===== src/rtl/paillier_lite_cfg_master.sv =====
// paillier_lite_cfg_master: AXI-Lite master that programs the Paillier core
// (count low/high, control with start bit), then polls status until done,
// and reports done/error.
module paillier_lite_cfg_master #(
  parameter logic [31:0] C_M_TARGET_SLAVE_BASE_ADDR = 32'h0000_0000,
  parameter int          C_M_AXI_ADDR_WIDTH         = 32,
  parameter int          C_M_AXI_DATA_WIDTH         = 32,
  parameter int          POLL_GAP                   = 16,
  parameter int          MAX_POLLS                  = 65535
) (
  input  logic                          M_AXI_ACLK,
  input  logic                          M_AXI_ARESETN,
  input  logic                          INIT_AXI_TXN,
  input  logic [1:0]                    MODE,
  input  logic [63:0]                   TEST_TIMES,
  output logic                          BUSY,
  output logic                          TXN_DONE,
  output logic                          ERROR,
  output logic [C_M_AXI_ADDR_WIDTH-1:0] M_AXI_AWADDR,
  output logic [2:0]                    M_AXI_AWPROT,
  output logic                          M_AXI_AWVALID,
  input  logic                          M_AXI_AWREADY,
  output logic [C_M_AXI_DATA_WIDTH-1:0] M_AXI_WDATA,
  output logic [3:0]                    M_AXI_WSTRB,
  output logic                          M_AXI_WVALID,
  input  logic                          M_AXI_WREADY,
  input  logic [1:0]                    M_AXI_BRESP,
  input  logic                          M_AXI_BVALID,
  output logic                          M_AXI_BREADY,
  output logic [C_M_AXI_ADDR_WIDTH-1:0] M_AXI_ARADDR,
  output logic [2:0]                    M_AXI_ARPROT,
  output logic                          M_AXI_ARVALID,
  input  logic                          M_AXI_ARREADY,
  input  logic [C_M_AXI_DATA_WIDTH-1:0] M_AXI_RDATA,
  input  logic [1:0]                    M_AXI_RRESP,
  input  logic                          M_AXI_RVALID,
  output logic                          M_AXI_RREADY
);

  typedef enum logic [2:0] {IDLE, WR_LO, WR_HI, WR_CTRL, RD_STAT, GAP, FIN} state_t;

  localparam logic [31:0] BASE = C_M_TARGET_SLAVE_BASE_ADDR;

  state_t      state, state_nx;
  logic        init_q;
  logic        act;          // transaction of the current state has been issued
  logic        aw_done, w_done, b_done, resp_err;
  logic [1:0]  mode_q;
  logic [63:0] times_q;
  logic [15:0] polls;
  logic [31:0] gap_cnt;

  logic        rise, is_wr, aw_hs, w_hs, b_hs, r_hs;
  logic        wr_fin, wr_bad, rd_fin, rd_bad, poll_last, gap_end, rd_err;
  logic [16:0] polls_inc;
  logic [31:0] wr_off, wr_data;
  logic        unused_rdata;

  assign M_AXI_AWPROT = 3'b000;
  assign M_AXI_ARPROT = 3'b000;
  assign M_AXI_WSTRB  = 4'hF;

  assign rise      = INIT_AXI_TXN & ~init_q;
  assign is_wr     = (state == WR_LO) || (state == WR_HI) || (state == WR_CTRL);
  assign aw_hs     = M_AXI_AWVALID & M_AXI_AWREADY;
  assign w_hs      = M_AXI_WVALID  & M_AXI_WREADY;
  assign b_hs      = M_AXI_BVALID  & M_AXI_BREADY;
  assign r_hs      = M_AXI_RVALID  & M_AXI_RREADY;
  // A write finishes once AW, W and B have all completed, counting this cycle's handshakes.
  assign wr_fin    = act & is_wr & (aw_done | aw_hs) & (w_done | w_hs) & (b_done | b_hs);
  assign wr_bad    = resp_err | (b_hs & (M_AXI_BRESP != 2'b00));
  assign rd_fin    = act & (state == RD_STAT) & r_hs;
  assign rd_bad    = (M_AXI_RRESP != 2'b00);
  assign polls_inc = {1'b0, polls} + 17'd1;
  assign poll_last = (polls_inc >= 17'(MAX_POLLS));
  assign rd_err    = rd_bad | (~M_AXI_RDATA[0] & poll_last);
  assign gap_end   = (gap_cnt == 32'(POLL_GAP - 1));
  assign unused_rdata = ^M_AXI_RDATA[C_M_AXI_DATA_WIDTH-1:1];

  // Offset and payload of the write belonging to the current state.
  always_comb begin
    wr_off  = 32'h0;
    wr_data = {29'b0, mode_q, 1'b1};
    case (state)
      WR_LO:   begin wr_off = 32'h8; wr_data = times_q[31:0];  end
      WR_HI:   begin wr_off = 32'hC; wr_data = times_q[63:32]; end
      default: ;
    endcase
  end

  // State register.
  always_ff @(posedge M_AXI_ACLK) begin
    if (!M_AXI_ARESETN) state <= IDLE;
    else                state <= state_nx;
  end

  // Next-state: any bad response ends the sequence early.
  always_comb begin
    state_nx = state;
    case (state)
      IDLE:    if (rise)    state_nx = WR_LO;
      WR_LO:   if (wr_fin)  state_nx = wr_bad ? FIN : WR_HI;
      WR_HI:   if (wr_fin)  state_nx = wr_bad ? FIN : WR_CTRL;
      WR_CTRL: if (wr_fin)  state_nx = wr_bad ? FIN : RD_STAT;
      RD_STAT: if (rd_fin)  state_nx = (rd_bad || M_AXI_RDATA[0] || poll_last) ? FIN : GAP;
      GAP:     if (gap_end) state_nx = RD_STAT;
      FIN:                  state_nx = IDLE;
      default:              state_nx = IDLE;
    endcase
  end

  // AXI channel drivers, sampled command, poll/gap counters and status flags.
  always_ff @(posedge M_AXI_ACLK) begin
    if (!M_AXI_ARESETN) begin
      init_q        <= 1'b0;
      act           <= 1'b0;
      aw_done       <= 1'b0;
      w_done        <= 1'b0;
      b_done        <= 1'b0;
      resp_err      <= 1'b0;
      mode_q        <= 2'b0;
      times_q       <= 64'b0;
      polls         <= 16'b0;
      gap_cnt       <= 32'b0;
      BUSY          <= 1'b0;
      TXN_DONE      <= 1'b0;
      ERROR         <= 1'b0;
      M_AXI_AWADDR  <= '0;
      M_AXI_AWVALID <= 1'b0;
      M_AXI_WDATA   <= '0;
      M_AXI_WVALID  <= 1'b0;
      M_AXI_BREADY  <= 1'b0;
      M_AXI_ARADDR  <= '0;
      M_AXI_ARVALID <= 1'b0;
      M_AXI_RREADY  <= 1'b0;
    end else begin
      init_q   <= INIT_AXI_TXN;
      TXN_DONE <= 1'b0;
      case (state)
        IDLE: if (rise) begin
          mode_q  <= MODE;
          times_q <= TEST_TIMES;
          BUSY    <= 1'b1;
          ERROR   <= 1'b0;
          polls   <= 16'b0;
          act     <= 1'b0;
        end
        WR_LO, WR_HI, WR_CTRL: begin
          if (!act) begin
            act           <= 1'b1;
            M_AXI_AWVALID <= 1'b1;
            M_AXI_WVALID  <= 1'b1;
            M_AXI_BREADY  <= 1'b1;
            M_AXI_AWADDR  <= C_M_AXI_ADDR_WIDTH'(BASE + wr_off);
            M_AXI_WDATA   <= C_M_AXI_DATA_WIDTH'(wr_data);
          end else begin
            if (aw_hs) begin M_AXI_AWVALID <= 1'b0; aw_done <= 1'b1; end
            if (w_hs)  begin M_AXI_WVALID  <= 1'b0; w_done  <= 1'b1; end
            if (b_hs) begin
              M_AXI_BREADY <= 1'b0;
              b_done       <= 1'b1;
              if (M_AXI_BRESP != 2'b00) resp_err <= 1'b1;
            end
            if (wr_fin) begin
              act      <= 1'b0;
              aw_done  <= 1'b0;
              w_done   <= 1'b0;
              b_done   <= 1'b0;
              resp_err <= 1'b0;
              if (wr_bad) ERROR <= 1'b1;
            end
          end
        end
        RD_STAT: begin
          if (!act) begin
            act           <= 1'b1;
            M_AXI_ARVALID <= 1'b1;
            M_AXI_RREADY  <= 1'b1;
            M_AXI_ARADDR  <= C_M_AXI_ADDR_WIDTH'(BASE + 32'h4);
          end else begin
            if (M_AXI_ARVALID && M_AXI_ARREADY) M_AXI_ARVALID <= 1'b0;
            if (rd_fin) begin
              M_AXI_RREADY <= 1'b0;
              act          <= 1'b0;
              polls        <= polls_inc[15:0];
              gap_cnt      <= 32'b0;
              if (rd_err) ERROR <= 1'b1;
            end
          end
        end
        GAP: gap_cnt <= gap_cnt + 32'd1;
        FIN: begin
          BUSY     <= 1'b0;
          TXN_DONE <= 1'b1;
        end
        default: ;
      endcase
    end
  end

endmodule

===== config.mk =====
export PLATFORM = sky130hd
export DESIGN_NAME = paillier_lite_cfg_master
export DESIGN_NICKNAME = d
export VERILOG_FILES = /design/src/rtl/paillier_lite_cfg_master.sv
export SDC_FILE = /design/constraint.sdc
export NUM_CORES = 1
export LEC_CHECK = 0
export ABC_CLOCK_PERIOD_IN_PS = 4200
export BUFFER_PORTS_ARGS = -buffer_cell sky130_fd_sc_hd__buf_2
export CORE_MARGIN = 1
export CORE_UTILIZATION = 56
export CTS_CLUSTER_SIZE = 30
export DETAILED_ROUTE_END_ITERATION = 10
export PLACE_DENSITY = 0.86
export SLEW_MARGIN = 40
export SYNTH_ARGS = -nofsm -noshare
export SYNTH_HDL_FRONTEND = slang
export SYNTH_SLANG_ARGS = --single-unit

===== constraint.sdc =====
create_clock -name M_AXI_ACLK -period 4.2 [get_ports M_AXI_ACLK]
set_clock_uncertainty 0.1 [all_clocks]
set_input_delay 1.26 -clock M_AXI_ACLK [delete_from_list [all_inputs] [get_ports M_AXI_ACLK]]
set_output_delay 1.26 -clock M_AXI_ACLK [all_outputs]
set_load 0.05 [all_outputs]

==> results of run 1 <==
## path summary, 6_finish.rpt
check / cells past startpoint / slack (ns) / end / startpoint
setup / recovery: 7 / 1.29 / act$_SDFFE_PN0P_ / INIT_AXI_TXN
hold / removal: 2 / 0.35 / times_q[24]$_SDFFE_PN0P_ / times_q[24]$_SDFFE_PN0P_
setup reg to reg: 6 / 1.57 / act$_SDFFE_PN0P_ / state[0]$_SDFFE_PN0P_
hold reg to reg: 2 / 0.35 / times_q[24]$_SDFFE_PN0P_ / times_q[24]$_SDFFE_PN0P_
## synth_stat cells (all sizes together) (2+ instances only)
cell type,n,share of area
a222oi,26,0.035
and2,6,0.0050
conb,2,0.0010
or3,12,0.010
xor2,14,0.016
nand3,19,0.015
ha,3,0.0050
a211oi,6,0.0067
o21ai,17,0.011
nor2,114,0.057
nand2b,7,0.0058
a31oi,5,0.0042
buf,84,0.085
nand4b,2,0.0023
nand4,10,0.010
a221oi,3,0.0035
xnor2,19,0.022
or3b,2,0.0023
nand2,169,0.085
a21o,3,0.0032
o22ai,3,0.0025
nor2b,6,0.0050
o21a,2,0.0020
and3,10,0.0084
dfxtp,166,0.44
a21oi,106,0.071
nor3,12,0.0080
clkbuf,39,0.020
inv,13,0.0065
a22oi,4,0.0040
and4,6,0.0070
nor4,15,0.015
## registers in the layout, indices dropped and copies added (netlist names), 2 cells and up
name	count
gap_cnt	32
M_AXI_WDATA	32
state	3
M_AXI_AWADDR	2
mode_q	2
times_q	64
polls	16
## metal layers
layer	share of wire	vias up	track usage
li1	-	3223	-
met1	0.42	3049	0.2967
met2	0.48	248	0.3952
met3	0.079	28	0.07316
met4	0.017	0	0.09054
met5	0	-	0
## per-stage QoR
step	total power [uW]	hold slack, ns	utilization
floorplan	2164	0.3357	-
global placement	2216	0.3414	0.6156
detailed placement	2232	0.3462	0.6180
CTS	3801	0.3544	0.6655
global route	3925	0.3676	0.6657
finish	3791	0.3529	0.6659
## cell type report
cell class	count	area share
multi-input combinational	689	0.4243
sequential	166	0.3892
timing repair buffer	132	0.08381
clock buffer	21	0.05509
tap	172	0.02520
clock inverter	11	0.01626
inverter	13	0.005861
antenna	1	0.0002930
## cells by family (layout without fill, tap and decap cells)
| group | count (synthesis) | after routing |
|---|---|---|
| AND/OR/NAND/NOR | 395 | 395 |
| multiplexers | 1 | 1 |
| flip-flops | 166 | 166 |
| XOR/XNOR | 33 | 33 |
| adder cells (fa/ha/maj) | 4 | 4 |
| other | 2 | 72 |
| AO/OA/AOI/OAI | 185 | 185 |
| buffers and inverters | 136 | 177 |
## power breakdown
part / internal [uW] / leakage (uW) / switching (uW)
clock: 936 / 0.000293 / 650
sequential: 1640 / 0.00135 / 46.1
combinational: 124 / 0.00183 / 395
## cell usage in the layout, fill, tap and decap left out, types with 6 or more instances in the layout
master / netlist / final
a21oi_1: 106 / 106
a222oi_1: 26 / 26
and2_1: 6 / 6
and3_1: 10 / 10
and4_1: 6 / 6
buf_2: 6 / 121
buf_4: 72 / 8
clkbuf_16: 0 / 17
conb_1: 2 / 71
dfxtp_1: 166 / 166
inv_1: 12 / 12
nand2_1: 169 / 169
nand2b_1: 7 / 6
nand3_1: 17 / 17
nand4_1: 8 / 8
nor2_1: 114 / 111
nor3_1: 12 / 12
nor4_1: 13 / 13
o21ai_0: 15 / 15
or3_1: 11 / 11
xnor2_1: 19 / 19
xor2_1: 14 / 14
## critical path: stages
cell and delay, ns:
buf_2 0.12, nor4b_2 0.44, nor2b_4 0.27, buf_4 0.56, nor3_1 0.12, a221oi_1 0.27
nor2_1 0.07
==> results.cfg, run 1 <==
[setup_path]
crit_required_ns = 4.41
worstPathArrival_ns = 3.12
endpoint_kind = register
setup.worst_path.class = in2reg
path_max_fanout = 67
cp-start-kind = primary input

[grt]
grt_max_degree = 68
overflow = 0
track_usage = 0.2411
grt_pass1_wl_um = 27620
antenna_found_initial = 0
first_global_vias = 6031

[drt]
drc = 0
detail-route-antenna-nets = 0
viasPerCell = 5.434
drtIter0Drc = 554
wire_per_inst_um = 13.84
firstDrtPassIters = 6
wirelength_um = 16680
vias = 6548

[cts]
cts_made_buffers = 17
clock-sinks = 166
cts_hold_buf = 0
clk_pin_slew_ns = 0.06
post_cts_buffers = 0
clock-root-buffer = clkbuf_16
cts_tree = built
clockBufferDepth = 2
htreeDepth = 4
clk_latency_ns = 0.43
cts-resized-gates = 0

[finish]
layout.nets = 1132
final_layout_size_suffix_gt1_frac = 0.1783
multi_input_area_mm2 = 0.003623
areaGrowthSynthToFinish_pct = 13.98
final-seq-area_mm2 = 0.003323
stdcell_count = 1205
fill_cells = 1046
stdcell_area_mm2 = 0.008539

[placement]
hpwl_um = 10830
numPortBuffers = 121
place_congestion = 0.8585
pre_cts_ws_ns = 0.8865
placed_area_mm2 = 0.007925
dp_cells = 1172

[logic_synthesis]
avgSynthCellArea_um2 = 8.126
netlist_area_mm2 = 0.007492
synth_compound_area_frac = 0.1546
synthAdderAreaFrac = 0.006346
yosys_most_used_dff = dfxtp_1
synthMuxAreaShare = 0.001336
synth-simple-area-share = 0.2433
synth_cell_type_count = 62
syn_inst = 922
async_reset_ff_frac = 0
synth_xor_area_frac = 0.03858
synth-edff-count = 0
synth_seq_cells = 166
ys_seq_area_frac = 0.4436
synth_warnings = 0
synth_top_family_by_area = simple AND/OR/NAND/NOR gates

[power]
leakagePower_uw = 0.003471
peakVddDrop_uv = 343.7
power_density_mw_per_mm2 = 443.9

[timing]
rsz0062_at_grt = no
setup_viol = 0
post-route-min-period_ns = 2.913
max_slew_margin = 0.5236
fmax_mhz = 343.3
finalHoldViolCount = 0
finalCritPeriodShare = 0.6936
setup-tns-final_ns = 0
finalWorstSetupSlack_ns = 1.287
slew_violations = 0
worstMarginPinSlew_ns = 0.7136

[floorplan]
initial_core_util = 0.5842
coreArea_mm2 = 0.01282
io_pins = 224
rows = 41
die_area_mm2 = 0.01385
die_x_um = 117.7
die_h_um = 117.7

[min_path]
hold_path.class = reg2reg

[outcome]
outcome = finished, final reports clean

[job]
maxCapViolations = 0
Power figures use the tool's default switching activity.
==> run 2: changes to the inputs <==
--- a/config.mk
+++ b/config.mk
@@ -5,13 +5,13 @@
 export SDC_FILE = /design/constraint.sdc
 export NUM_CORES = 1
 export LEC_CHECK = 0
-export ABC_CLOCK_PERIOD_IN_PS = 4200
+export ABC_CLOCK_PERIOD_IN_PS = 2920
 export BUFFER_PORTS_ARGS = -buffer_cell sky130_fd_sc_hd__buf_2
 export CORE_MARGIN = 1
-export CORE_UTILIZATION = 56
+export CORE_UTILIZATION = 52
 export CTS_CLUSTER_SIZE = 30
 export DETAILED_ROUTE_END_ITERATION = 10
-export PLACE_DENSITY = 0.86
+export PLACE_DENSITY = 0.8
 export SLEW_MARGIN = 40
 export SYNTH_ARGS = -nofsm -noshare
 export SYNTH_HDL_FRONTEND = slang
==> constraint.sdc (replaced) <==
create_clock -name M_AXI_ACLK -period 2.92 [get_ports M_AXI_ACLK]
set_clock_uncertainty 0.1 [all_clocks]
set_input_delay 0.876 -clock M_AXI_ACLK [delete_from_list [all_inputs] [get_ports M_AXI_ACLK]]
set_output_delay 0.876 -clock M_AXI_ACLK [all_outputs]
set_load 0.05 [all_outputs]
==> run 2 against run 1 <==
Effect of this change:
- final cell count increased by 1.3%
- register-to-register slack got worse by 1.1 ns
- critical path depth is the same
- global-route usage shrank 0.57 points
- first-iteration DRC count shrank 1.3%
- routed wire length up 2.5%
- power increased by 44%
- non-clock buffer count increased by 9
- cell area increased by 1.2%
- hold slack better by 0.00076 ns
- critical path type is now reg2reg
- critical endpoint is now state[0]$_SDFFE_PN0P_
- largest cell class unchanged
- highest routed layer unchanged
==> results.cfg, run 2 (same netlist as run 1, synthesis figures left out) <==
[outcome]
outcome = finished, final reports clean

[placement]
placed_area_mm2 = 0.008038
pre_cts_ws_ns = 0.1734
numPortBuffers = 121
hpwl_um = 11470
place_congestion = 0.8745

[setup_path]
path_max_fanout = 7
critPathMaxStageDelay_ns = 0.55
crit_start = polls[0]$_SDFFE_PN0P_
worstPathArrival_ns = 2.66
rrSetupSlack_ns = 0.48
r2r-start = polls[0]$_SDFFE_PN0P_
reg2reg_depth = 7
setup.worst_path.class = reg2reg
critPathSlowestCell = or4_4
setup.worst_path.end = state[0]$_SDFFE_PN0P_
crit_required_ns = 3.14
timing.rr.end = state[0]$_SDFFE_PN0P_
endpoint_kind = register
cp-start-kind = register
crit_chain = ha_1 > nand3_2 > or4_4 > or3_1 > nand2_1 > o41ai_1 > o2111a_1

[grt]
track_usage = 0.2354
antenna_found_initial = 0
first_global_vias = 5908
grt_max_degree = 75
grt_pass1_wl_um = 27630
overflow = 0

[finish]
regMostFlops = times_q
top_regs = times_q x64, M_AXI_WDATA x32, gap_cnt x32
final_cell_mix = nand2_1 (169), dfxtp_1 (166), buf_2 (121)
largest_register_ffs = 64
num_antenna_cells = 0
final_layout_size_suffix_gt1_frac = 0.1864
layout.nets = 1141
stdcell_area_mm2 = 0.008643
layout_commonest_cell = nand2_1
areaGrowthSynthToFinish_pct = 15.36

[floorplan]
coreArea_mm2 = 0.01399
die_area_mm2 = 0.01489
io_pins = 224
die_h_um = 122.0
initial_core_util = 0.5356
die_x_um = 122.0
rows = 43

[power]
leakagePower_uw = 0.003536
power_density_mw_per_mm2 = 633.5
peakVddDrop_uv = 418.8

[timing]
rsz0062_at_grt = no
finalWorstSetupSlack_ns = 0.4799
worstMarginPinSlew_ns = 0.5720
setup_viol = 0
finalCritPeriodShare = 0.8356
setup-tns-final_ns = 0
fmax_mhz = 409.8
post-route-min-period_ns = 2.440
max_slew_margin = 0.6146
finalHoldViolCount = 0
slew_violations = 0

[cts]
cts_made_buffers = 17
post_cts_buffers = 0
cts_hold_buf = 0
clk_pin_slew_ns = 0.07
htreeDepth = 4
clockBufferDepth = 2
clock-sinks = 166
clock-root-buffer = clkbuf_16
cts-resized-gates = 0
clk_latency_ns = 0.43
cts_tree = built

[drt]
viasPerCell = 5.343
drc = 0
wire_per_inst_um = 14.00
vias = 6524
firstDrtPassIters = 7
wirelength_um = 17090
detail-route-antenna-nets = 0
drtIter0Drc = 547

[min_path]
hold_path.class = reg2reg

[job]
maxCapViolations = 0
run 2: layer usage:
layer	track usage	up-vias	wire length (um)
met3	0.06835	23	1183
met4	0.08410	0	212
met5	0	-	0
met2	0.4078	201	8397
li1	-	3254	-
met1	0.2744	3046	7297
run 2: how the worst min path moves through the flow:
| stage | start | endpoint | slack, ns | depth (start not counted) |
|---|---|---|---|---|
| global placement | times_q[18]$_SDFFE_PN0P_ | times_q[18]$_SDFFE_PN0P_ | 0.34 | 2 |
| detailed placement | times_q[23]$_SDFFE_PN0P_ | times_q[23]$_SDFFE_PN0P_ | 0.35 | 2 |
| floorplan | times_q[2]$_SDFFE_PN0P_ | times_q[2]$_SDFFE_PN0P_ | 0.34 | 2 |
| finish | times_q[14]$_SDFFE_PN0P_ | times_q[14]$_SDFFE_PN0P_ | 0.35 | 2 |
| global route | times_q[13]$_SDFFE_PN0P_ | times_q[13]$_SDFFE_PN0P_ | 0.37 | 2 |
| CTS | times_q[23]$_SDFFE_PN0P_ | times_q[23]$_SDFFE_PN0P_ | 0.36 | 2 |
run 2: worst max-delay path: cells and delay by family (launching register included):
family	cells	cell delay, ns
flops	1	0.45
fa+ha+maj	1	0.29
compound gates	2	0.30
simple gates	4	1.19
run 2: final cells by class:
type | count | area (um2)
Clock inverter | 14 | 163.9
Clock buffer | 18 | 439.2
Inverter | 13 | 50.05
Multi-Input combinational cell | 689 | 3623
Fill cell | 1281 | 5345
Timing Repair Buffer | 141 | 818.3
Tap cell | 180 | 225.2
Sequential cell | 166 | 3323
run 2: stage by stage:
step | power, uW | instances | util | hold WS (ns)
2_1_floorplan | 3113 | 991 | - | 0.3357
3_3_place_gp | 3235 | 1189 | 0.5746 | 0.3411
3_5_place_dp | 3245 | 1189 | 0.5746 | 0.3462
4_1_cts | 5516 | 1221 | 0.6177 | 0.3552
5_1_grt | 5679 | 1221 | 0.6179 | 0.3743
6_report | 5476 | 1221 | 0.6179 | 0.3536
run 2: power breakdown:
part	internal, uW	total, uW	switching, uW
clock	1310	2270	965
combinational	196	783	587
sequential	2360	2420	60.8
